<file path="src/rtl/dcache_pkg.sv">
// Shared types and constants for the direct-mapped write-back data cache controller.
// Build option DCACHE_CTRL_PERF_EN (used in dcache_controller) enables the hit/miss counters.
package dcache_pkg;

    localparam int ADDR_W     = 32;
    localparam int WORD_W     = 32;
    localparam int INDEX_W    = 4;
    localparam int TAG_W      = 23;
    localparam int LINE_W     = 256;
    localparam int SRAM_TAG_W = 25;
    localparam int WSEL_W     = 3;
    localparam int OFFSET_W   = 5;

    localparam int WSEL_LSB  = 2;
    localparam int WSEL_MSB  = 4;
    localparam int INDEX_LSB = 5;
    localparam int INDEX_MSB = 8;
    localparam int TAG_LSB   = 9;
    localparam int TAG_MSB   = 31;

    localparam int VALID_BIT = 24;
    localparam int DIRTY_BIT = 23;

    typedef enum logic [1:0] {
        IDLE,
        WRITEBACK,
        ALLOCATE,
        FILL
    } state_e;

    function automatic logic [SRAM_TAG_W-1:0] make_sram_tag(
        input logic             valid,
        input logic             dirty,
        input logic [TAG_W-1:0] tag
    );
        return {valid, dirty, tag};
    endfunction

    function automatic logic [ADDR_W-1:0] line_addr(
        input logic [TAG_W-1:0]   tag,
        input logic [INDEX_W-1:0] index
    );
        return {tag, index, {OFFSET_W{1'b0}}};
    endfunction

endpackage

</file>
<file path="src/rtl/dcache_word_merge.sv">
// Extracts one 32-bit word from a 256-bit cache line and builds the line with that word replaced.
module dcache_word_merge
    import dcache_pkg::*;
(
    input  logic [LINE_W-1:0] line,
    input  logic [WSEL_W-1:0] word_sel,
    input  logic [WORD_W-1:0] wdata,
    output logic [WORD_W-1:0] rdata,
    output logic [LINE_W-1:0] merged
);

    logic [7:0] bit_base;

    assign bit_base = {word_sel, 5'b0};

    always_comb begin
        rdata  = line[bit_base +: WORD_W];
        merged = line;
        merged[bit_base +: WORD_W] = wdata;
    end

endmodule

</file>
<file path="src/rtl/dcache_controller.sv">
// Direct-mapped write-back data cache controller: zero-latency hits, write-back/allocate/fill on miss.
// Define DCACHE_CTRL_PERF_EN to build saturating hit/miss counters; otherwise the perf ports read 0.
module dcache_controller
    import dcache_pkg::*;
(
    input  logic                  clk_i,
    input  logic                  rst_ni,

    input  logic                  cpu_req_i,
    input  logic                  cpu_write_i,
    input  logic [ADDR_W-1:0]     cpu_addr_i,
    input  logic [WORD_W-1:0]     cpu_data_i,
    output logic [WORD_W-1:0]     cpu_data_o,
    output logic                  cpu_stall_o,

    output logic                  sram_enable_o,
    output logic                  sram_write_o,
    output logic [INDEX_W-1:0]    sram_addr_o,
    output logic [SRAM_TAG_W-1:0] sram_tag_o,
    output logic [LINE_W-1:0]     sram_data_o,
    input  logic [SRAM_TAG_W-1:0] sram_tag_i,
    input  logic [LINE_W-1:0]     sram_data_i,
    input  logic                  sram_hit_i,

    output logic                  mem_enable_o,
    output logic                  mem_write_o,
    output logic [ADDR_W-1:0]     mem_addr_o,
    output logic [LINE_W-1:0]     mem_data_o,
    input  logic [LINE_W-1:0]     mem_data_i,
    input  logic                  mem_ack_i,

    output logic [31:0]           perf_hit_cnt_o,
    output logic [31:0]           perf_miss_cnt_o
);

    logic [TAG_W-1:0]   cpu_tag;
    logic [INDEX_W-1:0] cpu_index;
    logic [WSEL_W-1:0]  cpu_wsel;
    logic               unused_byte_offset;

    assign cpu_tag            = cpu_addr_i[TAG_MSB:TAG_LSB];
    assign cpu_index          = cpu_addr_i[INDEX_MSB:INDEX_LSB];
    assign cpu_wsel           = cpu_addr_i[WSEL_MSB:WSEL_LSB];
    assign unused_byte_offset = ^cpu_addr_i[WSEL_LSB-1:0];

    state_e             state_q;
    logic [TAG_W-1:0]   victim_tag_q;
    logic [LINE_W-1:0]  victim_data_q;
    logic [TAG_W-1:0]   miss_tag_q;
    logic [INDEX_W-1:0] miss_index_q;
    logic [LINE_W-1:0]  fill_data_q;

    logic              idle_req;
    logic              idle_hit;
    logic              idle_miss;
    logic [WORD_W-1:0] hit_word;
    logic [LINE_W-1:0] merged_line;

    assign idle_req  = (state_q == IDLE) && cpu_req_i;
    assign idle_hit  = idle_req && sram_hit_i;
    assign idle_miss = idle_req && !sram_hit_i;

    dcache_word_merge u_word_merge (
        .line     (sram_data_i),
        .word_sel (cpu_wsel),
        .wdata    (cpu_data_i),
        .rdata    (hit_word),
        .merged   (merged_line)
    );

    // Miss address is latched so the sequence finishes correctly even if cpu_req_i drops.
    // NOTE: sequential state uses non-blocking assignments only, so every flop samples pre-edge values.
    always_ff @(posedge clk_i or negedge rst_ni) begin
        if (!rst_ni) begin
            state_q       <= IDLE;
            victim_tag_q  <= '0;
            victim_data_q <= '0;
            miss_tag_q    <= '0;
            miss_index_q  <= '0;
            fill_data_q   <= '0;
        end else begin
            case (state_q)
                IDLE: begin
                    if (idle_miss) begin
                        victim_tag_q  <= sram_tag_i[TAG_W-1:0];
                        victim_data_q <= sram_data_i;
                        miss_tag_q    <= cpu_tag;
                        miss_index_q  <= cpu_index;
                        state_q       <= (sram_tag_i[VALID_BIT] && sram_tag_i[DIRTY_BIT])
                                         ? WRITEBACK : ALLOCATE;
                    end
                end
                WRITEBACK: begin
                    if (mem_ack_i) state_q <= ALLOCATE;
                end
                ALLOCATE: begin
                    if (mem_ack_i) begin
                        fill_data_q <= mem_data_i;
                        state_q     <= FILL;
                    end
                end
                FILL:    state_q <= IDLE;
                default: state_q <= IDLE;
            endcase
        end
    end

    // Outputs are decoded from the state register; IDLE must answer hits in the same cycle.
    // NOTE: every output gets a default before the case so no latch can be inferred.
    always_comb begin
        cpu_data_o    = '0;
        cpu_stall_o   = 1'b0;
        sram_enable_o = 1'b0;
        sram_write_o  = 1'b0;
        sram_addr_o   = '0;
        sram_tag_o    = '0;
        sram_data_o   = '0;
        mem_enable_o  = 1'b0;
        mem_write_o   = 1'b0;
        mem_addr_o    = '0;
        mem_data_o    = '0;
        if (rst_ni) begin
            case (state_q)
                IDLE: begin
                    sram_enable_o = cpu_req_i;
                    sram_write_o  = idle_hit && cpu_write_i;
                    sram_addr_o   = cpu_index;
                    sram_tag_o    = make_sram_tag(1'b1, idle_hit && cpu_write_i, cpu_tag);
                    sram_data_o   = merged_line;
                    cpu_data_o    = idle_hit ? hit_word : '0;
                    cpu_stall_o   = idle_miss;
                end
                WRITEBACK: begin
                    cpu_stall_o  = 1'b1;
                    mem_enable_o = 1'b1;
                    mem_write_o  = 1'b1;
                    mem_addr_o   = line_addr(victim_tag_q, miss_index_q);
                    mem_data_o   = victim_data_q;
                end
                ALLOCATE: begin
                    cpu_stall_o  = 1'b1;
                    mem_enable_o = 1'b1;
                    mem_addr_o   = line_addr(miss_tag_q, miss_index_q);
                end
                FILL: begin
                    cpu_stall_o   = 1'b1;
                    sram_enable_o = 1'b1;
                    sram_write_o  = 1'b1;
                    sram_addr_o   = miss_index_q;
                    sram_tag_o    = make_sram_tag(1'b1, 1'b0, miss_tag_q);
                    sram_data_o   = fill_data_q;
                end
                default: cpu_stall_o = 1'b0;
            endcase
        end
    end

`ifdef DCACHE_CTRL_PERF_EN
    logic [31:0] hit_cnt_q;
    logic [31:0] miss_cnt_q;

    always_ff @(posedge clk_i or negedge rst_ni) begin
        if (!rst_ni) begin
            hit_cnt_q  <= '0;
            miss_cnt_q <= '0;
        end else begin
            if (idle_hit && hit_cnt_q != 32'hFFFF_FFFF)   hit_cnt_q  <= hit_cnt_q + 32'd1;
            if (idle_miss && miss_cnt_q != 32'hFFFF_FFFF) miss_cnt_q <= miss_cnt_q + 32'd1;
        end
    end

    assign perf_hit_cnt_o  = hit_cnt_q;
    assign perf_miss_cnt_o = miss_cnt_q;
`else
    assign perf_hit_cnt_o  = '0;
    assign perf_miss_cnt_o = '0;
`endif

endmodule
</file>
<file path="config.mk">
export PLATFORM = sky130hd
export DESIGN_NAME = dcache_controller
export DESIGN_NICKNAME = d
export VERILOG_FILES = /design/src/rtl/dcache_pkg.sv /design/src/rtl/dcache_word_merge.sv /design/src/rtl/dcache_controller.sv
export SDC_FILE = /design/constraint.sdc
export NUM_CORES = 1
export LEC_CHECK = 0
export BUFFER_PORTS_ARGS = -buffer_cell sky130_fd_sc_hd__buf_2
export CAP_MARGIN = 25
export CORE_AREA = 8 8 494 496
export DETAILED_ROUTE_END_ITERATION = 8
export DIE_AREA = 0 0 502 504
export HOLD_SLACK_MARGIN = 0.15
export PLACE_DENSITY_LB_ADDON = 0.1
export REMOVE_ABC_BUFFERS = 1
export SYNTH_ARGS = -nofsm -noshare
export SYNTH_HDL_FRONTEND = slang
export SYNTH_SLANG_ARGS = --single-unit
</file>
<file path="constraint.sdc">
create_clock -name clk_i -period 2.62 [get_ports clk_i]
set_input_delay 0 -clock clk_i [delete_from_list [all_inputs] [get_ports clk_i]]
set_output_delay 0 -clock clk_i [all_outputs]
set_load 0.005 [all_outputs]
</file>
==> results.yml <==
sta:
  post-route-period-util_pct: 116
  final.min_clock_period_ns: 3.03
  relSlewSlack_pct: 32.9
  rsz0062_at_grt: "true"
  setup_viol_count_final: 334
  slew_violations: 0
  worst_pin_slew_ns: 1.00
  hold_viol_final: 0
  final.setup_skew_ns: 0.0288
  fin_ws_ns: -0.414
  max_freq_mhz: 330
global_route:
  grt_util_met1_pct: 25.4
  busiest_layer: "met2"
  grt_pass1_wl_um: 368000
  grt_antenna_before_repair: 64
  use_met2_pct: 36.7
  grt.total_usage_pct: 20.9
  use_met3_pct: 5.29
  grt_max_degree: 137
  grt_pass1_vias: 39864
  overflow: 0
clock_network:
  clock-root-buffer: "clkbuf_16"
  clkLatencyLatePin_ns: 0.74
  clkSinkCount: 564
  cts_tree: "built"
  clk_pin_slew_ns: 0.06
  clockBufferDepth: 3
  cts_buffers: 87
  htreeDepth: 3
flow_run:
  cap_viol_max_count: 0
critical_path:
  path_cells: "inv_2 -> ha_4 -> and4bb_4 -> buf_16 -> buf_4 -> buf_8 -> buf_12 -> buf_6 -> and3_4 -> a221o_1 -> buf_2"
  critPathMaxFanout: 8
  critPathArrivalTime_ns: 3.03
  crit_slowest_cell: "dfrtp_1"
  cp.required_ns: 2.62
  startpoint: "state_q[0]"
  crit_path_end_kind: "output pin"
  rr_startpoint: "state_q[0]"
  criticalPathCategory: "reg -> out"
  critPathMaxStageDelay_ns: 0.37
  start_kind: "flip-flop"
power:
  clkPwrFrac_pct: 23.8
  intPower_mw: 31.7
  power.share.combinational_pct: 44.3
  p_switching_mw: 18.4
  leakage_nw: 29.3
  power_density_nw_per_um2: 806
  seqPwrFrac_pct: 31.9
  switching_share_pct: 36.7
  power.total_mw: 50.0
  ir_drop_mv: 0.470
die:
  core_area_um2: 236000
  initial_utilization_pct: 13.7
  dieArea_um2: 253000
  die_x_um: 502
  die_y_um: 504
  num_io_pins: 1281
  row_count: 179
logic_synthesis:
  synth.distinct_cells: 43
  netlist_top_cells_area: "dfrtp_1, mux2_2, and3_1"
  synth_top_area_share_pct: 43.7
  synthesis.area_um2: 32300
  synth_warnings: 0
  async_flop_share_pct: 100
  yosys.area.top_type: "dfrtp_1"
  synthFlopType: "dfrtp_1"
  avgSynthCellArea_um2: 11.2
  yosys_register_bits: 564
  synth_edf_count: 0
  synthCells: 2869
  yosysSeqAreaShare_pct: 43.7
final_layout:
  syn2layout_area_growth_pct: 92.3
  drive_gt1_share_pct: 47.0
  finalNonFillerCells: 8597
  fillers: 25469
  nets: 5961
  layout_common_cells: "buf_2, dlygate4sd3_1, dfrtp_1"
  layout_commonest_cell: "buf_2"
drt:
  viasPerCell: 4.28
  dr.pass1.iters: 5
  vias: 36776
  post_drt_wl_per_cell_um: 32.9
  drt_wl_total_um: 283000
  antenna_left: 0
  drt-initial-drc-count: 2175
  drc: 0
place:
  placed_cells: 7163
  gp_congestion: 0.829
  dpl.hpwl_um: 197000
  numPortBuffers: 1209
min_path:
  worst_hold_path_type: "in -> reg"
  hp-start: "mem_data_i[130]"
status:
  run_status: "finished with violations"
  violations: "setup timing"
## stage by stage
stage / utilization [%] / area, um2 / TNS, ns / hold slack (ns) / setup slack (ns)
after floorplan: - / 30700 / -4990.45 / -0.296 / -7.49
after CTS: 25.3 / 59800 / -103.80 / 0.151 / -0.529
after global routing: 26.3 / 62000 / -110.28 / 0.158 / -0.504
final: 26.3 / 62100 / -54.17 / 0.190 / -0.414
after detailed placement: 18.5 / 43700 / -0.351 / -0.0880 / -0.153
after global placement: 18.5 / 43700 / -0.297 / -0.0900 / -0.162
## per-layer routing
layer | up-vias | wire (um)
met5 | - | 153
met4 | 24 | 9310
met3 | 373 | 19300
met2 | 1594 | 138000
met1 | 18998 | 116000
li1 | 15787 | -
## cells by family after synthesis
kind of cell    share of synthesized area [%]
simple gates                             11.5
fa+ha+maj                               0.426
compound gates                           14.8
flops                                    43.7
mux                                      23.8
other cells                            0.0116
buf+inv                                  5.74
## worst paths after layout
path	depth (start not counted)	slack (ns)	to
worst max-delay path	11	-0.41	sram_data_o[89]
worst min-delay path	3	0.19	fill_data_q[130]
worst max register to register	9	0.18	fill_data_q[163]
worst min register to register	1	0.49	victim_data_q[122]
max in group asynchronous	10	1.08	victim_data_q[7]
min in group asynchronous	11	0.26	victim_data_q[179]
## Yosys cell counts (2+ instances only)
cell type  number
mux2_2        563
nand2b_1       10
dfrtp_1       564
o22a_1         42
inv_1           7
buf_6           4
and3b_1         2
and3_1        378
buf_1          22
buf_4          78
buf_2          49
a21oi_1        21
nor2_1         30
nand3_1        73
or4b_1          2
a22oi_1        23
nor2b_1         3
o211ai_1      206
ha_1           11
o211a_1        60
a221o_1       120
o21ai_0         2
o311ai_1        2
o211ai_2       30
or2_2           2
clkbuf_1      231
and2_1          6
mux4_2         22
mux2i_1        85
a22o_1         38
nand2_1       171
## state kept, by name, indices dropped and copies added (netlist names)
signal and count:
victim_tag_q 23, miss_tag_q 23, miss_index_q 4, state_q 2, victim_data_q 256, fill_data_q 256
## critical path, delay by kind of cell, from the launching register on
kind / cells / cell delay [ns]
simple gates: 2 / 0.40
flops: 1 / 0.37
buf+inv: 7 / 0.90
fa+ha+maj: 1 / 0.27
compound gates: 1 / 0.35
## what timing repair did
action                                  CTS  global route
pin swaps                                72           166
setup buffers                            70            46
endpoints found under the hold margin  1079             1
hold buffers                           1112             1
gates resized for setup                 228           364
gates cloned                             23            29
setup endpoints to repair               499           503
## final cells by class
cell class	instances	area [um2]	share of cell area, %
clock inverters	22	253	0.407
well taps	3167	3960	6.38
clock buffers	129	2500	4.04
flip-flops and latches	564	14100	22.7
multi-input cells	1982	17900	28.8
inverters	7	26.3	0.0423
repair buffers	2701	23300	37.5
diodes	25	62.6	0.101
## power groups by stage
stage / logic, mW / clock network (mW) / registers [mW]
after global placement: 17.4 / 0 / 15.8
final: 22.2 / 11.9 / 16.0
after CTS: 21.0 / 12.4 / 15.8
after floorplan: 9.70 / 0 / 14.7
after global routing: 23.5 / 12.6 / 16.4
after detailed placement: 17.4 / 0 / 15.9
(Power assumes the default switching activity.)
